File: src/rtl/mem_access_if.sv
// rtl/mem_access_if.sv - data-memory req/ack port bundle for the MEM stage
interface mem_access_if #(
  parameter int DATA_WIDTH = 32,
  parameter int ADDR_WIDTH = 32
);
  logic                  dmem_req_87;
  logic                  dmem_we_87;
  logic [ADDR_WIDTH-1:0] dmem_addr_87;
  logic [DATA_WIDTH-1:0] dmem_wdata_87;
  logic [DATA_WIDTH-1:0] dmem_rdata_87;
  logic                  dmem_ack_87;

  modport master (
    output dmem_req_87, dmem_we_87, dmem_addr_87, dmem_wdata_87,
    input  dmem_rdata_87, dmem_ack_87
  );

  modport slave (
    input  dmem_req_87, dmem_we_87, dmem_addr_87, dmem_wdata_87,
    output dmem_rdata_87, dmem_ack_87
  );
endinterface

File: src/rtl/mem_access.sv
// rtl/mem_access.sv - pipeline MEM stage with req/ack data-memory port, stall and timeout
module mem_access #(
  parameter int DATA_WIDTH  = 32,
  parameter int ADDR_WIDTH  = 32,
  parameter int RADDR_WIDTH = 5,
  parameter int TIMEOUT     = 15
) (
  input  logic                   clk_87,
  input  logic                   rst_n_87,
  input  logic                   zero_in_87,
  input  logic [ADDR_WIDTH-1:0]  br_addr_in_87,
  input  logic [DATA_WIDTH-1:0]  alu_in_87,
  input  logic [DATA_WIDTH-1:0]  st_data_in_87,
  input  logic [RADDR_WIDTH-1:0] wb_radr_in_87,
  input  logic                   branch_in_87,
  input  logic                   mem_read_in_87,
  input  logic                   mem_write_in_87,
  input  logic                   reg_write_in_87,
  input  logic                   mem_2_reg_in_87,
  output logic                   stall_87,
  output logic                   pc_src_87,
  output logic [ADDR_WIDTH-1:0]  br_addr_out_87,
  mem_access_if.master           dmem,
  output logic [DATA_WIDTH-1:0]  rd_data_out_87,
  output logic [DATA_WIDTH-1:0]  alu_out_87,
  output logic [RADDR_WIDTH-1:0] wb_radr_out_87,
  output logic                   reg_write_out_87,
  output logic                   mem_2_reg_out_87,
  output logic                   err_87
);

  localparam int CW = $clog2(TIMEOUT + 1);
  localparam logic [CW-1:0] TIMEOUT_CNT = CW'(TIMEOUT);

  typedef enum logic {IDLE, BUSY} state_t;

  state_t                 state_q, state_d;
  logic [CW-1:0]          cnt_q, cnt_d;
  logic                   pc_src_q, pc_src_d;
  logic [ADDR_WIDTH-1:0]  br_addr_q, br_addr_d;
  logic                   req_q, req_d;
  logic                   we_q, we_d;
  logic [ADDR_WIDTH-1:0]  addr_q, addr_d;
  logic [DATA_WIDTH-1:0]  wdata_q, wdata_d;
  logic [DATA_WIDTH-1:0]  rd_data_q, rd_data_d;
  logic [DATA_WIDTH-1:0]  alu_q, alu_d;
  logic [RADDR_WIDTH-1:0] wb_radr_q, wb_radr_d;
  logic                   reg_write_q, reg_write_d;
  logic                   mem_2_reg_q, mem_2_reg_d;
  logic                   err_q, err_d;
  // reg_write of the instruction in flight, held back until it completes
  logic                   pend_rw_q, pend_rw_d;
  logic                   is_load_q, is_load_d;

  logic mem_op;
  logic aligned;

  assign mem_op  = mem_read_in_87 | mem_write_in_87;
  assign aligned = (alu_in_87[1:0] == 2'b00);

  // Next-state, output-register and stall computation
  always_comb begin
    state_d     = state_q;
    cnt_d       = cnt_q;
    pc_src_d    = pc_src_q;
    br_addr_d   = br_addr_q;
    req_d       = req_q;
    we_d        = we_q;
    addr_d      = addr_q;
    wdata_d     = wdata_q;
    rd_data_d   = rd_data_q;
    alu_d       = alu_q;
    wb_radr_d   = wb_radr_q;
    reg_write_d = reg_write_q;
    mem_2_reg_d = mem_2_reg_q;
    err_d       = err_q;
    pend_rw_d   = pend_rw_q;
    is_load_d   = is_load_q;
    stall_87    = 1'b0;

    case (state_q)
      IDLE: begin
        alu_d       = alu_in_87;
        wb_radr_d   = wb_radr_in_87;
        mem_2_reg_d = mem_2_reg_in_87;
        br_addr_d   = br_addr_in_87;
        if (!mem_op) begin
          pc_src_d    = branch_in_87 & zero_in_87;
          reg_write_d = reg_write_in_87;
        end else if (!aligned) begin
          // misaligned access: flag it and retire the instruction as a bubble
          err_d       = 1'b1;
          pc_src_d    = 1'b0;
          reg_write_d = 1'b0;
        end else begin
          stall_87    = 1'b1;
          state_d     = BUSY;
          cnt_d       = '0;
          req_d       = 1'b1;
          addr_d      = ADDR_WIDTH'(alu_in_87);
          we_d        = mem_write_in_87 & ~mem_read_in_87;
          wdata_d     = st_data_in_87;
          pend_rw_d   = reg_write_in_87;
          is_load_d   = mem_read_in_87;
          pc_src_d    = 1'b0;
          reg_write_d = 1'b0;
        end
      end

      BUSY: begin
        stall_87 = ~dmem.dmem_ack_87;
        cnt_d    = cnt_q + CW'(1);
        if (dmem.dmem_ack_87) begin
          // ack wins even in the cycle the timeout would fire
          state_d     = IDLE;
          req_d       = 1'b0;
          reg_write_d = pend_rw_q;
          if (is_load_q) begin
            rd_data_d = dmem.dmem_rdata_87;
          end
        end else if (cnt_d == TIMEOUT_CNT) begin
          state_d     = IDLE;
          req_d       = 1'b0;
          rd_data_d   = '0;
          err_d       = 1'b1;
          reg_write_d = 1'b0;
        end
      end

      default: begin
        state_d = IDLE;
      end
    endcase
  end

  // State and output registers; reset abandons any outstanding transaction
  always_ff @(posedge clk_87 or negedge rst_n_87) begin
    if (!rst_n_87) begin
      state_q     <= IDLE;
      cnt_q       <= '0;
      pc_src_q    <= 1'b0;
      br_addr_q   <= '0;
      req_q       <= 1'b0;
      we_q        <= 1'b0;
      addr_q      <= '0;
      wdata_q     <= '0;
      rd_data_q   <= '0;
      alu_q       <= '0;
      wb_radr_q   <= '0;
      reg_write_q <= 1'b0;
      mem_2_reg_q <= 1'b0;
      err_q       <= 1'b0;
      pend_rw_q   <= 1'b0;
      is_load_q   <= 1'b0;
    end else begin
      state_q     <= state_d;
      cnt_q       <= cnt_d;
      pc_src_q    <= pc_src_d;
      br_addr_q   <= br_addr_d;
      req_q       <= req_d;
      we_q        <= we_d;
      addr_q      <= addr_d;
      wdata_q     <= wdata_d;
      rd_data_q   <= rd_data_d;
      alu_q       <= alu_d;
      wb_radr_q   <= wb_radr_d;
      reg_write_q <= reg_write_d;
      mem_2_reg_q <= mem_2_reg_d;
      err_q       <= err_d;
      pend_rw_q   <= pend_rw_d;
      is_load_q   <= is_load_d;
    end
  end

  assign pc_src_87          = pc_src_q;
  assign br_addr_out_87     = br_addr_q;
  assign dmem.dmem_req_87   = req_q;
  assign dmem.dmem_we_87    = we_q;
  assign dmem.dmem_addr_87  = addr_q;
  assign dmem.dmem_wdata_87 = wdata_q;
  assign rd_data_out_87     = rd_data_q;
  assign alu_out_87         = alu_q;
  assign wb_radr_out_87     = wb_radr_q;
  assign reg_write_out_87   = reg_write_q;
  assign mem_2_reg_out_87   = mem_2_reg_q;
  assign err_87             = err_q;

endmodule

File: src/flat_wrapper.sv
// flat-port wrapper written by rule: the top's interface ports become plain ports
module mem_access_flat 
#(
  parameter int DATA_WIDTH  = 32,
  parameter int ADDR_WIDTH  = 32,
  parameter int RADDR_WIDTH = 5,
  parameter int TIMEOUT     = 15
)
  (clk_87, rst_n_87, zero_in_87, br_addr_in_87, alu_in_87, st_data_in_87, wb_radr_in_87, branch_in_87, mem_read_in_87, mem_write_in_87, reg_write_in_87, mem_2_reg_in_87, stall_87, pc_src_87, br_addr_out_87, rd_data_out_87, alu_out_87, wb_radr_out_87, reg_write_out_87, mem_2_reg_out_87, err_87, dmem_dmem_req_87, dmem_dmem_we_87, dmem_dmem_addr_87, dmem_dmem_wdata_87, dmem_dmem_rdata_87, dmem_dmem_ack_87);
  mem_access_if #(.DATA_WIDTH(DATA_WIDTH), .ADDR_WIDTH(ADDR_WIDTH)) dmem_i ();
  input  logic clk_87;
  input  logic rst_n_87;
  input  logic zero_in_87;
  input  logic [ADDR_WIDTH-1:0] br_addr_in_87;
  input  logic [DATA_WIDTH-1:0] alu_in_87;
  input  logic [DATA_WIDTH-1:0] st_data_in_87;
  input  logic [RADDR_WIDTH-1:0] wb_radr_in_87;
  input  logic branch_in_87;
  input  logic mem_read_in_87;
  input  logic mem_write_in_87;
  input  logic reg_write_in_87;
  input  logic mem_2_reg_in_87;
  output logic stall_87;
  output logic pc_src_87;
  output logic [ADDR_WIDTH-1:0] br_addr_out_87;
  output logic [DATA_WIDTH-1:0] rd_data_out_87;
  output logic [DATA_WIDTH-1:0] alu_out_87;
  output logic [RADDR_WIDTH-1:0] wb_radr_out_87;
  output logic reg_write_out_87;
  output logic mem_2_reg_out_87;
  output logic err_87;
  output wire logic [$bits(dmem_i.dmem_req_87)-1:0] dmem_dmem_req_87;
  output wire logic [$bits(dmem_i.dmem_we_87)-1:0] dmem_dmem_we_87;
  output wire logic [$bits(dmem_i.dmem_addr_87)-1:0] dmem_dmem_addr_87;
  output wire logic [$bits(dmem_i.dmem_wdata_87)-1:0] dmem_dmem_wdata_87;
  input wire logic [$bits(dmem_i.dmem_rdata_87)-1:0] dmem_dmem_rdata_87;
  input wire logic [$bits(dmem_i.dmem_ack_87)-1:0] dmem_dmem_ack_87;
  assign dmem_dmem_req_87 = dmem_i.dmem_req_87;
  assign dmem_dmem_we_87 = dmem_i.dmem_we_87;
  assign dmem_dmem_addr_87 = dmem_i.dmem_addr_87;
  assign dmem_dmem_wdata_87 = dmem_i.dmem_wdata_87;
  assign dmem_i.dmem_rdata_87 = dmem_dmem_rdata_87;
  assign dmem_i.dmem_ack_87 = dmem_dmem_ack_87;
  mem_access #(.DATA_WIDTH(DATA_WIDTH), .ADDR_WIDTH(ADDR_WIDTH), .RADDR_WIDTH(RADDR_WIDTH), .TIMEOUT(TIMEOUT)) u_core (.clk_87(clk_87), .rst_n_87(rst_n_87), .zero_in_87(zero_in_87), .br_addr_in_87(br_addr_in_87), .alu_in_87(alu_in_87), .st_data_in_87(st_data_in_87), .wb_radr_in_87(wb_radr_in_87), .branch_in_87(branch_in_87), .mem_read_in_87(mem_read_in_87), .mem_write_in_87(mem_write_in_87), .reg_write_in_87(reg_write_in_87), .mem_2_reg_in_87(mem_2_reg_in_87), .stall_87(stall_87), .pc_src_87(pc_src_87), .br_addr_out_87(br_addr_out_87), .dmem(dmem_i), .rd_data_out_87(rd_data_out_87), .alu_out_87(alu_out_87), .wb_radr_out_87(wb_radr_out_87), .reg_write_out_87(reg_write_out_87), .mem_2_reg_out_87(mem_2_reg_out_87), .err_87(err_87));
endmodule
File: config.mk
export PLATFORM = sky130hd
export DESIGN_NAME = mem_access_flat
export DESIGN_NICKNAME = d
export VERILOG_FILES = /design/src/rtl/mem_access_if.sv /design/src/rtl/mem_access.sv /design/src/flat_wrapper.sv
export SDC_FILE = /design/constraint.sdc
export NUM_CORES = 1
export LEC_CHECK = 0
export CAP_MARGIN = 40
export CORE_ASPECT_RATIO = 1.25
export CORE_UTILIZATION = 34
export CTS_CLUSTER_DIAMETER = 30
export DETAILED_ROUTE_END_ITERATION = 10
export PLACE_DENSITY = 0.77
export SYNTH_ARGS = -nofsm -noshare
export SYNTH_HDL_FRONTEND = slang
export SYNTH_SLANG_ARGS = --single-unit
File: constraint.sdc
create_clock -name clk_87 -period 2.16 [get_ports clk_87]
set_input_delay 0.432 -clock clk_87 [delete_from_list [all_inputs] [get_ports clk_87]]
set_output_delay 0.432 -clock clk_87 [all_outputs]
set_load 0.005 [all_outputs]
==> summary.md, run 1 <==
The count of placed standard cells in the final layout, fillers left out is 1,222, and the count of yosys warnings during synthesis is 0. For the DRC marker count from the first detailed-route iteration, the log shows 291. The most instantiated flip-flop cell in the synthesis netlist was sky130_fd_sc_hd__dfrtp_1. The maximum buffer depth of the clock tree was 2. The H-tree depth reported by CTS was 4; the post-route met1 wirelength was 7.849 mm. The endpoint identified for the worst register-to-register timing path is u_core.alu_out_87[26]$_DFFE_PN0N_.

After clock tree synthesis, the clock-pin slew on the worst setup and hold paths is 70 ps. The total track usage was 18.42%; the global-route wire length before repair was 30.95 mm. In this run the vertical extent of the chip is 163.6 µm. The number of nets in the synthesized netlist is 768. The maximum frequency from static timing analysis is 469.3 MHz. Of all nets on the critical path, the largest fanout is 2. Setup slack on the worst reg-to-reg path comes out at 190 ps. The simple logic cell fraction of the synthesized area was 14.79%. The cell depth of the worst hold path was 3; the starting utilization of the core area was 34.97%. STA classifies the critical path startpoint as an input port.

Detailed placement finished with a half-perimeter wire length of 13.87 mm. In the final layout, the share of cells above drive strength 1 is 13.87%. The logs give 0 for the final hold violation count and 19.62 mm for the final wirelength.

The synthesized design contains 178 register bits. After detailed routing, the number of remaining DRC violations is 0. The number of detailed-route iterations in the first pass is 4. The tools report the core region area as 20,320 µm². Setup repair after global routing left no endpoint under its margin. At the pin with the least slew margin, the transition time is 790.8 ps. The run gives 17 as the CTS buffer count.

The adder-cell share of the synthesized area came out at 0.3522%. In this run the power density over the cells is 958.1 nW/µm². Summing the areas of all compound-gate instances in the mapped netlist gives 8.065% of the synthesized area. The reg-to-reg startpoint is u_core.state_q$_DFF_PN0_. The flow ran to the end, and the final reports show no timing, DRC or antenna violations.

After synthesis, the largest family of logic cells by area is simple AND/OR/NAND/NOR gates. Ranked by total cell area, the synthesized netlist is headed by sky130_fd_sc_hd__dfrtp_1, sky130_fd_sc_hd__mux2_2, sky130_fd_sc_hd__nand2_1. The worst setup path is of the in -> out kind. Of the post-synthesis cell area, the dominant cell type holds 62.69%. The count of different cell masters after synthesis was 33; the number of cells in the design after placement was 1,189. Counting the fill cells in the layout gives 1,763. Buffers placed on the I/O ports in this run total 313. The total of endpoints with negative setup slack in the final report came out at 0. The routability congestion estimate was 0.7521; the routed via count divided by cell count was 4.674. Across the routed clock network, the largest skew measured is 10.92 ps. The most frequent cell after synthesis is sky130_fd_sc_hd__nand2_1. The run gives 47.28% as the worst max-slew margin expressed relative to the limit. Max-slew violation count: 0. Dividing the final minimum period by the clock period gives 98.65%. Summing all multi-input logic gate instances after layout gives 2470 µm². The worst hold path terminates at u_core.dmem.dmem_we_87$_DFFE_PN0P_. The tool flagged a number of max-cap violations equal to 0. The number of cells on the worst reg-to-reg path is 3. After technology mapping, the gate count stands at 624. After Yosys synthesis, XOR and XNOR cells account for 0.2465% of the synthesized area. STA classifies the critical path endpoint as a primary output. The number of inserted diodes is 0. In this run the clock root is driven by a sky130_fd_sc_hd__clkbuf_16. Compared with the post-synthesis result, the final layout area differs by 57.97%. The boundary pin count came out at 314. Data on the critical path arrives at its endpoint at 1700 ps.

Library cell with the largest summed area after synthesis: sky130_fd_sc_hd__dfrtp_1. Routed signal wires occupy layers up through met5. For the post-route total power, the log shows 0.01075 W.

The initial antenna violation count was 1; the total grt overflow was 0. The detail-routed net length per standard cell works out to 16.06 µm. The number of global-route vias before repair is 5,917, and the data required time of the critical path is 1730 ps. In this run the most critical hold path is launched from mem_read_in_87.

The portion of synthesized area spent on multiplexers is 11.09%. The mean post-synth cell area was 11.39 µm². In the synthesized netlist, the cells that appear most often are sky130_fd_sc_hd__nand2_1, sky130_fd_sc_hd__dfrtp_1, sky130_fd_sc_hd__mux2_2, sky130_fd_sc_hd__nor2b_1, sky130_fd_sc_hd__o2bb2ai_1. TritonCTS built the clock tree.

The clock net in this run drives a total of 178 sinks. For the worst-skew pair, the clock arrives at the later sink with an insertion delay of 420 ps. The classification of the worst-slack hold path is in -> reg. The share of the Yosys chip area taken by registers is 62.69%.

For this design the static power due to leakage is 4.861 nW. The cell area that synthesis handed to floorplanning was 7106 µm². The number of nets with antenna violations after routing is 0, and the worst vdd rail ir drop is 0.4696 mV. Floorplan die area: 21,480 µm². The run gives 70 as the maximum number of pins on one net before global-route repair. The die is 131.3 µm wide. The total length of routed met3 wires is 1.374 mm. The register area was 4458 µm². The detailed route wirelength on metal2 was 9.981 mm.

The number of nets in the layout was 1,083; the post-layout minimum cycle time was 2131 ps. Vias after detailed routing: 5,712. Counting flops with an async set or reset pin after synthesis yields a share of 100.0%. The synthesized design contains 0 enable-type register cells. In this run the core area contains 58 standard-cell rows.
==> report_power, final <==
group	switching (W)	total, W	internal (W)
clock	0.00144	0.00309	0.00165
combinational	0.00117	0.00320	0.00203
sequential	0.000431	0.00447	0.00404
total	0.00304	0.0108	0.00771
==> worst max path at each step <==
stage                                        start        to  slack (ps)  cells past startpoint
after floorplan                       alu_in_87[1]  stall_87         440                      4
after CTS                 u_core.state_q$_DFF_PN0_  stall_87           5                      3
final                                 alu_in_87[0]  stall_87          30                      4
after detailed placement            mem_read_in_87  stall_87        -440                      5
after global placement              mem_read_in_87  stall_87        -430                      5
after global routing      u_core.state_q$_DFF_PN0_  stall_87         0.3                      4
==> registers in the layout, indices dropped and copies added (netlist names) <==
name and cells:
u_core.alu_out_87 32, u_core.br_addr_out_87 32, u_core.dmem.dmem_addr_87 32, u_core.dmem.dmem_wdata_87 32, u_core.rd_data_out_87 32, u_core.wb_radr_out_87 5, u_core.cnt_q 4, u_core.dmem.dmem_req_87 1
u_core.dmem.dmem_we_87 1, u_core.err_87 1, u_core.is_load_q 1, u_core.mem_2_reg_out_87 1, u_core.pc_src_87 1, u_core.pend_rw_q 1, u_core.reg_write_out_87 1, u_core.state_q 1
==> per-stage QoR <==
stage | hold WS [ps] | TNS (ps) | setup slack, ps | cell area, µm² | util, %
5_1_grt | 371.3 | 0 | 0.2711 | 11220 | 55.24
4_1_cts | 474.8 | 0 | 5.329 | 11210 | 55.19
3_5_place_dp | 434.7 | -14320 | -441.1 | 10600 | 52.16
3_3_place_gp | 432.7 | -13280 | -432.3 | 10600 | 52.16
6_report | 382.9 | 0 | 29.14 | 11220 | 55.24
2_1_floorplan | 136.4 | 0 | 436.7 | 7106 | -
==> area by class of cell <==
class	count	share of cell area (%)
Clock buffer	17	3.790
Multi-Input combinational cell	404	22.00
Sequential cell	178	39.72
Tap cell	270	3.010
Clock inverter	15	1.516
Timing Repair Buffer	335	29.86
Inverter	3	0.1003
==> layer usage <==
| layer | GRT usage, % | vias to the layer above |
|---|---|---|
| met3 | 5.742 | 28 |
| met1 | 20.86 | 2750 |
| met4 | 6.977 | 2 |
| met2 | 32.50 | 205 |
| li1 | - | 2727 |
| met5 | 0 | - |
==> logic make-up after synthesis <==
group           after synthesis
compound gates               79
xor+xnor                      2
fa+ha+maj                     2
buf+inv                      42
flops                       178
mux                          70
simple gates                251
==> worst max-delay path: stages <==
cell	delay, ps
sky130_fd_sc_hd__clkdlybuf4s50_1	440
sky130_fd_sc_hd__or4_4	530
sky130_fd_sc_hd__nand2_2	90
sky130_fd_sc_hd__clkdlybuf4s15_2	200
==> cell usage in the layout (no fill, tap or decap), types with 2 or more instances in the layout <==
| master | Yosys | routed |
|---|---|---|
| sky130_fd_sc_hd__nand2_1 | 203 | 202 |
| sky130_fd_sc_hd__o21ai_0 | 7 | 7 |
| sky130_fd_sc_hd__dfrtp_1 | 178 | 177 |
| sky130_fd_sc_hd__clkdlybuf4s50_1 | 0 | 309 |
| sky130_fd_sc_hd__buf_12 | 0 | 3 |
| sky130_fd_sc_hd__nor2_1 | 5 | 4 |
| sky130_fd_sc_hd__mux2_2 | 70 | 70 |
| sky130_fd_sc_hd__clkbuf_16 | 0 | 17 |
| sky130_fd_sc_hd__dlymetal6s2s_1 | 0 | 2 |
| sky130_fd_sc_hd__clkinvlp_4 | 0 | 3 |
| sky130_fd_sc_hd__inv_1 | 2 | 2 |
| sky130_fd_sc_hd__clkinv_4 | 0 | 2 |
| sky130_fd_sc_hd__a31oi_1 | 25 | 25 |
| sky130_fd_sc_hd__inv_8 | 0 | 4 |
| sky130_fd_sc_hd__nand3_1 | 2 | 2 |
| sky130_fd_sc_hd__a21oi_1 | 9 | 9 |
| sky130_fd_sc_hd__inv_6 | 0 | 2 |
| sky130_fd_sc_hd__ha_1 | 2 | 2 |
| sky130_fd_sc_hd__o2bb2ai_1 | 32 | 32 |
| sky130_fd_sc_hd__and2_1 | 3 | 3 |
| sky130_fd_sc_hd__buf_4 | 1 | 17 |
| sky130_fd_sc_hd__nor2b_1 | 32 | 32 |
| sky130_fd_sc_hd__clkinv_8 | 0 | 2 |
==> what timing repair did <==
item                                   4_1_cts  5_1_grt
resized for setup                            6        4
setup buffers                                0        0
hold buffers                                 1        0
endpoints found under the hold margin       43        0
setup endpoints to repair                   53        1
pin swaps                                    1        2
No activity file was read; power rests on OpenSTA's default activity.
==> run 2, diff against run 1 <==
--- a/config.mk
+++ b/config.mk
@@ -11,6 +11,7 @@
 export CTS_CLUSTER_DIAMETER = 30
 export DETAILED_ROUTE_END_ITERATION = 10
 export PLACE_DENSITY = 0.77
+export REMOVE_ABC_BUFFERS = 1
 export SYNTH_ARGS = -nofsm -noshare
 export SYNTH_HDL_FRONTEND = slang
 export SYNTH_SLANG_ARGS = --single-unit
==> run 2 against run 1 <==
Largest cell class unchanged. Die area unchanged. Clock power increased by 2%. Power rose by 0.74%. Setup slack improved by 9.7 ps. Register-to-register slack got worse by 20 ps. Clock skew is 2.3 ps lower. Worst hold slack worse by 370 ps. First-iteration DRC count decreased by 12%. Fmax is 0.46% higher. Highest routed layer unchanged. Critical path type unchanged.
==> summary.md, run 2 (synthesized netlist as in run 1, its figures left out) <==
The run finished with clean final reports. The run gives 1730 ps (about the same) as the data required time of the critical path. The height of the die came out at 163.6 µm (unchanged).

The run gives 5,721 (was 5,712) as the vias after detailed routing. Most frequent cells in the layout: sky130_fd_sc_hd__clkdlybuf4s50_1, sky130_fd_sc_hd__nand2_1, sky130_fd_sc_hd__dfrtp_1 (unchanged). The cell at the root of the clock tree was sky130_fd_sc_hd__clkbuf_16 (unchanged).

The run gives 0 (unchanged) as the DRC violation count after routing. The logs give 2 (unchanged) for the maximum buffer depth of the clock tree and 8.653 ps (was 10.92 ps) for the final setup skew. The number of buffers inserted for hold repair after clock tree synthesis was 0 (was 1). The slew at the pin with the worst max-slew slack was 678.3 ps (was 790.8 ps); the power density over the cells was 958.5 nW/µm² (was 958.1 nW/µm²). The total of endpoints with negative setup slack in the final report is 0 (unchanged). The tools report the critical path endpoint category as a primary output (unchanged).

The depth of the worst register-to-register path came out at 5 (was 3). The critical path's top delay family was buffers and inverters (unchanged). The number of detailed-route iterations in the first pass came out at 4 (unchanged). The final clock period utilization by the worst path is 98.20% (was 98.65%), and the sequential cell fraction of total power is 41.4% (was 41.5%). Arrival time at the worst endpoint: 1690 ps (was 1700 ps). The delay of the slowest cell on the worst path was 490 ps (was 530 ps). The run gives 0.5148 mV (was 0.4696 mV) as the worst vdd rail ir drop.

The critical path depth was 5 (was 4); the total of max-cap violations was 0 (unchanged). TritonCTS built the clock tree. The tools report the final hold violation count as 0 (unchanged).

The ratio of cells with drive above 1 in the final layout was 14.32% (was 13.87%); the maximum net fanout on the critical path was 2 (unchanged). Launch point of the worst path: mem_write_in_87 (was alu_in_87[0]). The logs give 29.7% (about the same) for the share of power burned in combinational logic and 19.98 mm (was 19.62 mm) for the final wirelength. The post-layout minimum cycle time was 2121 ps (was 2131 ps); the post-detailed-placement cell area was 10,680 µm² (was 10,600 µm²). The clock transition at the registers of the reported paths was 70 ps (about the same). The category of the worst setup path launch point was an input port (unchanged). The number of nets in the layout was 1,088 (was 1,083); the total track usage was 18.85% (was 18.42%). The worst max-slew margin expressed relative to the limit came out at 54.78% (was 47.28%). The tools report the final non-filler cell area as 11,300 µm² (was 11,220 µm²). Static power due to leakage: 4.916 nW (was 4.861 nW). The commonest non-fill, non-tap cell in the layout is sky130_fd_sc_hd__clkdlybuf4s50_1 (unchanged). The class of the most critical setup path was in -> out (unchanged). Ordered list of cells on the worst path: clkdlybuf4s50_1, nor2_2, or4_4, nand2_2, clkdlybuf4s15_2 (was clkdlybuf4s50_1, or4_4, nand2_2, clkdlybuf4s15_2). The count of buffer and inverter cells on the critical path is 2 (unchanged), and the CTS buffer count is 17 (unchanged). The tools report the routability congestion estimate as 0.8160 (was 0.7521). The classification of the worst-slack hold path is in -> async (was in -> reg). The tools report the maximum number of pins on one net before global-route repair as 67 (was 70).

The total grt overflow is 0 (unchanged). The internal cell power came out at 0.007880 W (was 0.007713 W). The DRC marker count from the first detailed-route iteration was 256 (was 291); the layout overhead on the synthesized area was 59.06% (was 57.97%).

The chip width came out at 131.3 µm (unchanged). For the number of nets with antenna violations after routing, the log shows 0 (unchanged). The H-tree depth reported by CTS was 4 (unchanged); the switching part of the total was 27.26% (was 28.28%). The TritonCTS sink count was 178 (unchanged).

The tools report the global-route wire length before repair as 31.48 mm (was 30.95 mm). The run gives 21,480 µm² (unchanged) as the floorplan die area. The core region area was 20,320 µm² (unchanged); the starting utilization of the core area was 34.97% (unchanged).

The logs give 5,840 (was 5,917) for the number of global-route vias before repair and 420 ps (about the same) for the insertion delay of the later-clocked pin in the worst-skew pair. The count of input and output buffers came out at 313 (unchanged). The detail-routed net length per standard cell is 16.27 µm (was 16.06 µm). Standard cell with the maximum stage delay on the critical path: sky130_fd_sc_hd__clkdlybuf4s50_1 (was sky130_fd_sc_hd__or4_4).

The tools report the clock network fraction of total power as 28.9% (was 28.7%). The initial antenna violation count is 2 (was 1), and the boundary pin count is 314 (unchanged). The logs give 471.4 MHz (was 469.3 MHz) for the maximum frequency from static timing analysis and 17.66 ps (was 382.9 ps) for the final worst hold slack. The tools report the reg-to-reg startpoint as u_core.state_q$_DFF_PN0_ (unchanged). The routed via count divided by cell count came out at 4.659 (was 4.674). For the detailed placement HPWL, the log shows 14.35 mm (was 13.87 mm).

The net load switching power is 0.002954 W (was 0.003041 W), and the max-slew violation count is 0 (unchanged). For the number of placement rows, the log shows 58 (unchanged). Setup repair after global routing left no endpoint under its margin.
## run 2: what timing repair did
| action | in CTS | in global routing |
|---|---|---|
| setup buffers | 0 | 0 |
| pin swaps | 2 | 2 |
| endpoints found under the setup margin | 1 | 1 |
| resized for setup | 5 | 4 |
## run 2: power groups by stage
stage,sequential (W),combinational [W],clock [W]
2_1_floorplan,0.00464,0.00103,0
3_3_place_gp,0.00450,0.00320,0
3_5_place_dp,0.00455,0.00324,0
4_1_cts,0.00449,0.00326,0.00325
5_1_grt,0.00460,0.00349,0.00338
6_report,0.00449,0.00321,0.00314
## run 2: path summary, 6_finish.rpt
check | end | slack [ps]
min reg2reg | u_core.err_87$_DFFE_PN0P_ | 470
min | u_core.dmem.dmem_addr_87[10]$_DFFE_PN0P_ | 20
max reg2reg | u_core.rd_data_out_87[21]$_DFFE_PN0P_ | 170
max | stall_87 | 40
min in group clk_87 | u_core.is_load_q$_DFFE_PN0P_ | 390
max in group asynchronous | u_core.dmem.dmem_wdata_87[20]$_DFFE_PN0P_ | 1480
## run 2: layout make-up
class | count | area [µm²]
fill | 1749 | 9017
antenna | 1 | 2.502
clock buffer | 20 | 456.7
tap | 270 | 337.8
timing repair buffer | 340 | 3421
inverter | 3 | 11.26
sequential | 178 | 4458
multi-input combinational | 404 | 2470
clock inverter | 12 | 145.1
## run 2: routing by layer
| layer | GRT usage (%) | vias up | wire [µm] |
|---|---|---|---|
| met5 | 0 | - | 9 |
| met4 | 6.395 | 2 | 368 |
| met3 | 5.245 | 26 | 1093 |
| met2 | 33.05 | 176 | 10570 |
| met1 | 22.21 | 2780 | 7937 |
| li1 | - | 2737 | - |
## run 2: per-stage QoR
stage	setup TNS, ps	util [%]	std cells	power (W)	setup WS [ps]
finish	0	55.62	1228	0.01083	38.88
global route	0	55.61	1227	0.01146	2.213
CTS	0	55.56	1227	0.01100	4.047
detailed placement	-9885	52.57	1195	0.007786	-429.9
global placement	-9883	52.57	1195	0.007701	-445.1
floorplan	-400100	-	585	0.005670	-4458
